$ cat src/rtl/cpu_clk_ctrl.sv
// cpu_clk_ctrl
//   Clock/reset sequencer for the cpu68 core and its bus peripherals.
//   Debounces the raw step and run buttons and produces the registered CPU
//   clock sys_clk. It is either single-stepped (one full period per step
//   press) or free-running. sys_res is held for RES_CYCLES sys_clk rises after
//   reset and released on a sys_clk falling edge. cyc_cnt counts sys_clk rises
//   once the CPU is out of reset and feeds the LED/seven-segment debug path.
//
// Ports
//   clk_in       in   1      board clock, all logic on posedge
//   b_reset      in   1      asynchronous reset, active-low
//   b_step       in   1      raw step button, active-low
//   b_run        in   1      raw run/step mode button, active-low
//   sys_clk      out  1      CPU clock, registered
//   sys_clk_rise out  1      one clk_in pulse in the cycle sys_clk becomes 1
//   sys_res      out  1      CPU reset, active-high
//   run_mode     out  1      1 = free-run, 0 = single-step
//   cyc_cnt      out  CNT_W  sys_clk rises counted while sys_res = 0
module cpu_clk_ctrl #(
  parameter int DB_CYCLES  = 120000,
  parameter int HALF_DIV   = 6,
  parameter int RES_CYCLES = 4,
  parameter int CNT_W      = 16
) (
  input  logic             clk_in,
  input  logic             b_reset,
  input  logic             b_step,
  input  logic             b_run,
  output logic             sys_clk,
  output logic             sys_clk_rise,
  output logic             sys_res,
  output logic             run_mode,
  output logic [CNT_W-1:0] cyc_cnt
);

  localparam int DB_W = $clog2(DB_CYCLES + 1);
  localparam int PH_W = (HALF_DIV > 1) ? $clog2(HALF_DIV) : 1;
  localparam int RC_W = $clog2(RES_CYCLES + 1);

  localparam logic [DB_W-1:0] DB_LAST = DB_W'(DB_CYCLES - 1);
  localparam logic [PH_W-1:0] PH_LAST = PH_W'(HALF_DIV - 1);
  localparam logic [RC_W-1:0] RC_DONE = RC_W'(RES_CYCLES);

  typedef enum logic [1:0] {
    IDLE = 2'd0,
    HI   = 2'd1,
    LO   = 2'd2
  } state_t;

  // Bit 0 carries the step button, bit 1 the run button.
  logic [1:0]      btn_raw;
  logic [1:0]      sync_p0;
  logic [1:0]      sync_p1;
  logic [1:0]      stable;
  logic [1:0]      press;
  logic [DB_W-1:0] db_cnt [2];

  logic            step_evt;
  logic            run_evt;

  state_t          state;
  state_t          state_nxt;
  logic [PH_W-1:0] phase;
  logic [PH_W-1:0] phase_nxt;
  logic            clk_nxt;
  logic            rise_nxt;
  logic            fall_nxt;
  logic [RC_W-1:0] rcnt;

  assign btn_raw  = {b_run, b_step};
  assign step_evt = press[0];
  assign run_evt  = press[1];

  // ---- stage: 2-FF synchroniser, then debouncer and press detect ----
  // The counter only runs while the synchronised level disagrees with the
  // accepted level, so any bounce back to the accepted level restarts it.
  always_ff @(posedge clk_in or negedge b_reset) begin
    if (!b_reset) begin
      sync_p0 <= '1;
      sync_p1 <= '1;
      stable  <= '1;
      press   <= '0;
      for (int i = 0; i < 2; i++) db_cnt[i] <= '0;
    end else begin
      sync_p0 <= btn_raw;
      sync_p1 <= sync_p0;
      for (int i = 0; i < 2; i++) begin
        press[i] <= 1'b0;
        if (sync_p1[i] == stable[i]) begin
          db_cnt[i] <= '0;
        end else if (db_cnt[i] == DB_LAST) begin
          db_cnt[i] <= '0;
          stable[i] <= sync_p1[i];
          // Old accepted level 1 means this is a press; releases stay silent.
          press[i]  <= stable[i];
        end else begin
          db_cnt[i] <= db_cnt[i] + DB_W'(1);
        end
      end
    end
  end

  // ---- stage: clock generator FSM ----
  always_comb begin
    state_nxt = state;
    phase_nxt = phase;
    clk_nxt   = sys_clk;
    rise_nxt  = 1'b0;
    fall_nxt  = 1'b0;
    case (state)
      IDLE: begin
        clk_nxt = 1'b0;
        // A run toggle in the same cycle wins over a step press.
        if (run_mode || (step_evt && !run_evt)) begin
          state_nxt = HI;
          phase_nxt = '0;
          clk_nxt   = 1'b1;
          rise_nxt  = 1'b1;
        end
      end
      HI: begin
        if (phase == PH_LAST) begin
          state_nxt = LO;
          phase_nxt = '0;
          clk_nxt   = 1'b0;
          fall_nxt  = 1'b1;
        end else begin
          phase_nxt = phase + PH_W'(1);
          clk_nxt   = 1'b1;
        end
      end
      LO: begin
        clk_nxt = 1'b0;
        if (phase == PH_LAST) begin
          phase_nxt = '0;
          // run_mode is only sampled here, so leaving free-run always lets
          // the current period finish at full length.
          if (run_mode) begin
            state_nxt = HI;
            clk_nxt   = 1'b1;
            rise_nxt  = 1'b1;
          end else begin
            state_nxt = IDLE;
          end
        end else begin
          phase_nxt = phase + PH_W'(1);
        end
      end
      default: begin
        state_nxt = IDLE;
        phase_nxt = '0;
        clk_nxt   = 1'b0;
      end
    endcase
  end

  always_ff @(posedge clk_in or negedge b_reset) begin
    if (!b_reset) begin
      state        <= IDLE;
      phase        <= '0;
      sys_clk      <= 1'b0;
      sys_clk_rise <= 1'b0;
      run_mode     <= 1'b0;
    end else begin
      state        <= state_nxt;
      phase        <= phase_nxt;
      sys_clk      <= clk_nxt;
      sys_clk_rise <= rise_nxt;
      run_mode     <= run_mode ^ run_evt;
    end
  end

  // ---- stage: reset sequencing and cycle counter ----
  // sys_res only drops together with a sys_clk fall, so the CPU never sees
  // reset release close to its active edge.
  always_ff @(posedge clk_in or negedge b_reset) begin
    if (!b_reset) begin
      rcnt    <= '0;
      sys_res <= 1'b1;
      cyc_cnt <= '0;
    end else begin
      if (rise_nxt && sys_res && (rcnt != RC_DONE)) rcnt <= rcnt + RC_W'(1);
      if (fall_nxt && (rcnt == RC_DONE)) sys_res <= 1'b0;
      if (rise_nxt && !sys_res) cyc_cnt <= cyc_cnt + CNT_W'(1);
    end
  end

endmodule
$ cat config.mk
export PLATFORM = sky130hd
export DESIGN_NAME = cpu_clk_ctrl
export DESIGN_NICKNAME = d
export VERILOG_FILES = /design/src/rtl/cpu_clk_ctrl.sv
export SDC_FILE = /design/constraint.sdc
export NUM_CORES = 1
export LEC_CHECK = 0
export ABC_CLOCK_PERIOD_IN_PS = 2600
export BUFFER_PORTS_ARGS = -buffer_cell sky130_fd_sc_hd__buf_2
export CAP_MARGIN = 20
export CORE_ASPECT_RATIO = 1.2
export CORE_MARGIN = 3
export CORE_UTILIZATION = 59
export CTS_CLUSTER_DIAMETER = 30
export DETAILED_ROUTE_END_ITERATION = 10
export MAX_ROUTING_LAYER = met4
export PLACE_DENSITY = 0.79
export SYNTH_ARGS = -nofsm -noshare
export SYNTH_HDL_FRONTEND = slang
export SYNTH_SLANG_ARGS = --single-unit
$ cat constraint.sdc
create_clock -name clk_in -period 2.6 [get_ports clk_in]
set_clock_uncertainty 0.2 [all_clocks]
set_input_delay 0.13 -clock clk_in [delete_from_list [all_inputs] [get_ports clk_in]]
set_output_delay 0.13 -clock clk_in [all_outputs]
set_load 0.01 [all_outputs]
==> impl_metrics.py <==
metrics = {
    "clocking": {
        "cts_tree": "done",
        "cts_buffer_depth": 2,
        "clkLatencyLatePin_ns": 0.33,
        "ctsRootBufferMaster": "clkbuf_8",
        "postCtsSetupBuffers": 0,
        "path_clk_slew_ns": 0.07,
        "cts_sinks": 70,
        "htree_levels": 3,
        "cts_buffers": 9,
    },
    "placed_design": {
        "numPortBuffers": 23,
        "dpl_cell_area_sq_um": 3436,
        "place.gp.congestion": 0.8252,
        "dp_hpwl_um": 3765,
        "dpl.cell_count": 380,
    },
    "timing": {
        "finalMaxSlewViolations": 0,
        "period_share": 0.8382,
        "tns_ns": 0,
        "max_slew_margin": 0.6167,
        "hold_slack_ns": 0.1511,
        "max_freq_ghz": 0.4589,
        "setup_viol": 0,
        "tightest_slew_ns": 0.5750,
        "timing.final.hold_violations": 0,
        "rsz0062_at_grt": "no",
        "period_minus_slack_ns": 2.179,
    },
    "layout": {
        "fin_area_sq_um": 3621,
        "utilization": 0.7079,
        "syn2layout_area_growth_pct": 11.48,
        "diodes": 0,
        "final_nets": 347,
        "final_cells": 397,
        "drive_gt1_frac": 0.1573,
    },
    "run": {
        "drv_cap": 0,
    },
    "global_routing": {
        "grt_usage": 0.2038,
        "grt_pass1_vias": 2182,
        "grt_overflow_total": 0,
        "grt_max_degree": 71,
        "antenna_found_initial": 0,
        "grt_first_pass_wirelength_um": 9784,
    },
    "detailed_routing": {
        "viasPerCell": 5.607,
        "vias": 2226,
        "highest_layer": "met4",
        "drtIter0Drc": 89,
        "wl_um": 5455,
        "wirelength_met1_um": 2478,
        "wl_per_cell_um": 13.74,
        "wl_met3_um": 235,
        "firstDrtPassIters": 4,
        "met2_length_um": 2636,
        "route.detailed.drc": 0,
        "detail-route-antenna-nets": 0,
    },
    "setup_path": {
        "rrSetupSlack_ns": 0.42,
        "cp_slowest_cell": "or4b_4",
        "arrival_ns": 2.20,
        "endpoint_kind": "flip-flop",
        "cp_max_fo": 13,
        "cp_cell_sequence": "inv_1 > ha_1 > nand2_1 > or4b_4 > o31ai_4 > nand4_1 > xnor2_1",
        "crit_required_ns": 2.62,
        "cp-start-kind": "flip-flop",
        "rr_worst_depth": 7,
        "timing.rr.start": "state[0]",
        "critPathBufInv": 1,
        "worst_r2r_endpoint": "cyc_cnt[14]",
        "critPathKind": "reg -> reg",
        "path_delay_family": "simple AND/OR/NAND/NOR gates",
        "critPathMaxStageDelay_ns": 0.51,
    },
    "logic_synthesis": {
        "synth_nets": 313,
        "syn-instance-count": 300,
        "synth.top_cell.area_share": 0.4854,
        "netlist.top_cell.by_area": "dfrtp_1",
        "synth_area_sq_um": 3248,
        "ys_seq_area_frac": 0.5420,
        "synth_cell_types": 39,
        "avgSynthCellArea_sq_um": 10.83,
        "synth.area.top_cells": "dfrtp_1, xnor2_1, dfstp_2",
        "synth_seq_cells": 70,
        "ys_warn_count": 0,
    },
    "die": {
        "num_rows": 28,
        "die_w_um": 73.73,
        "num_io_pins": 24,
        "core_sq_um": 5115,
        "initial_core_util": 0.6350,
        "dieArea_sq_um": 6435,
        "fp.dieH_um": 87.28,
    },
    "pwr": {
        "ir_drop_v": 0.0003693,
        "p_leak_uw": 0.001730,
        "power_density_nw_per_um2": 521.8,
    },
    "outcome": {
        "status": "finished clean",
    },
    "min_path": {
        "hp-class": "in -> async",
    },
}
[flip-flops by register name (all words and copies together) (netlist names)]
| signal | count |
|---|---|
| db_cnt | 34 |
| cyc_cnt | 16 |
| phase | 3 |
| rcnt | 3 |
| press | 2 |
| stable | 2 |
| state | 2 |
| sync_p0 | 2 |
| sync_p1 | 2 |
| run_mode | 1 |
| sys_clk | 1 |
| sys_clk_rise | 1 |
| sys_res | 1 |
[power by group]
part	total, uW	switching, uW	internal (uW)
Clock	725	366	359
Sequential	1110	10.2	1100
Combinational	51.4	34.5	16.9
Total	1890	411	1480
[final cells by class]
class / count / area, sq um
sequential: 70 / 1760
timing repair buffer: 28 / 172.7
inverter: 15 / 56.30
clock inverter: 2 / 10.01
multi-input combinational: 210 / 1401
tap: 60 / 75.07
clock buffer: 12 / 145.1
fill: 370 / 1494
[worst register-to-register path: stages, from the launching register on]
cell and delay, ns:
dfrtp_1 0.40, inv_1 0.11, ha_1 0.20, nand2_1 0.10, or4b_4 0.52, o31ai_4 0.17
nand4_1 0.21, xnor2_1 0.17
[worst max path at each step]
stage | end | start | cells after the start | slack, ns
final | cyc_cnt[14] | state[0] | 7 | 0.42
after global routing | cyc_cnt[8] | state[0] | 7 | 0.26
after floorplan | cyc_cnt[12] | state[0] | 8 | 0.57
after global placement | cyc_cnt[15] | state[0] | 7 | 0.54
after CTS | cyc_cnt[14] | state[0] | 7 | 0.43
after detailed placement | cyc_cnt[13] | state[0] | 7 | 0.44
[stage by stage]
step	setup slack, ns	total power (uW)
finish	0.4208	1889
global route	0.2554	1977
CTS	0.4259	1917
detailed placement	0.4426	1183
global placement	0.5359	1182
floorplan	0.5720	1150
[synth_stat cells]
| cell type | instances |
|---|---|
| a41oi_1 | 1 |
| xnor2_1 | 32 |
| nor4bb_1 | 1 |
| mux2i_1 | 1 |
| dfstp_2 | 7 |
| a22oi_1 | 1 |
| buf_6 | 1 |
| and2_1 | 1 |
| nand4_1 | 15 |
| nand2b_1 | 2 |
| nand2_1 | 19 |
| a21oi_2 | 1 |
| and3_1 | 9 |
| nand4bb_1 | 1 |
| o22ai_1 | 1 |
| clkbuf_1 | 1 |
| a31o_2 | 1 |
| buf_2 | 2 |
| inv_1 | 14 |
| nand3b_4 | 1 |
| xor2_1 | 18 |
| nor3b_1 | 4 |
| mux2_1 | 1 |
| nor3_1 | 2 |
| o31ai_4 | 1 |
| and4_1 | 6 |
| ha_1 | 9 |
| or3_1 | 1 |
| o22a_1 | 1 |
| dfrtp_1 | 63 |
| nor2_1 | 44 |
| nand3_1 | 19 |
| nor4_1 | 5 |
| clkbuf_2 | 1 |
| o21ai_0 | 2 |
| a21oi_1 | 6 |
| inv_2 | 1 |
| or4b_4 | 1 |
| mux2_2 | 3 |
[cell families after synthesis]
family,Yosys count,share of synthesized area
buf+inv,20,0.02658
fa+ha+maj,9,0.03467
flops,70,0.5420
simple gates,131,0.2111
mux,5,0.01695
xor+xnor,50,0.1348
compound gates,15,0.03390
[per-layer routing]
metal | global-route usage | vias to the layer above
met5 | - | -
met4 | 0.07908 | 0
met3 | 0.06351 | 10
met2 | 0.3073 | 47
met1 | 0.2561 | 1076
li1 | - | 1093
[repair_timing]
| item | CTS | global route |
|---|---|---|
| endpoints found under the hold margin | 72 | 0 |
| gates resized for setup | 0 | 0 |
| hold buffers | 3 | 0 |
[cell usage in the layout (no fill, tap or decap), drive strengths merged, types with 2 or more instances in the layout]
cell type and count:
mux2 4, xnor2 32, inv 15, dlygate4sd3 3, nor2 44, xor2 18
nand2 19, a21oi 7, clkbuf 12, dfstp 7, nor4 5, and4 6
nand3 19, nor3b 4, nand4 15, nor3 2, nand2b 2, o21ai 2
and3 9, ha 9, buf 25, dfrtp 63, clkinv 2
No activity file was read; power rests on OpenSTA's default activity.
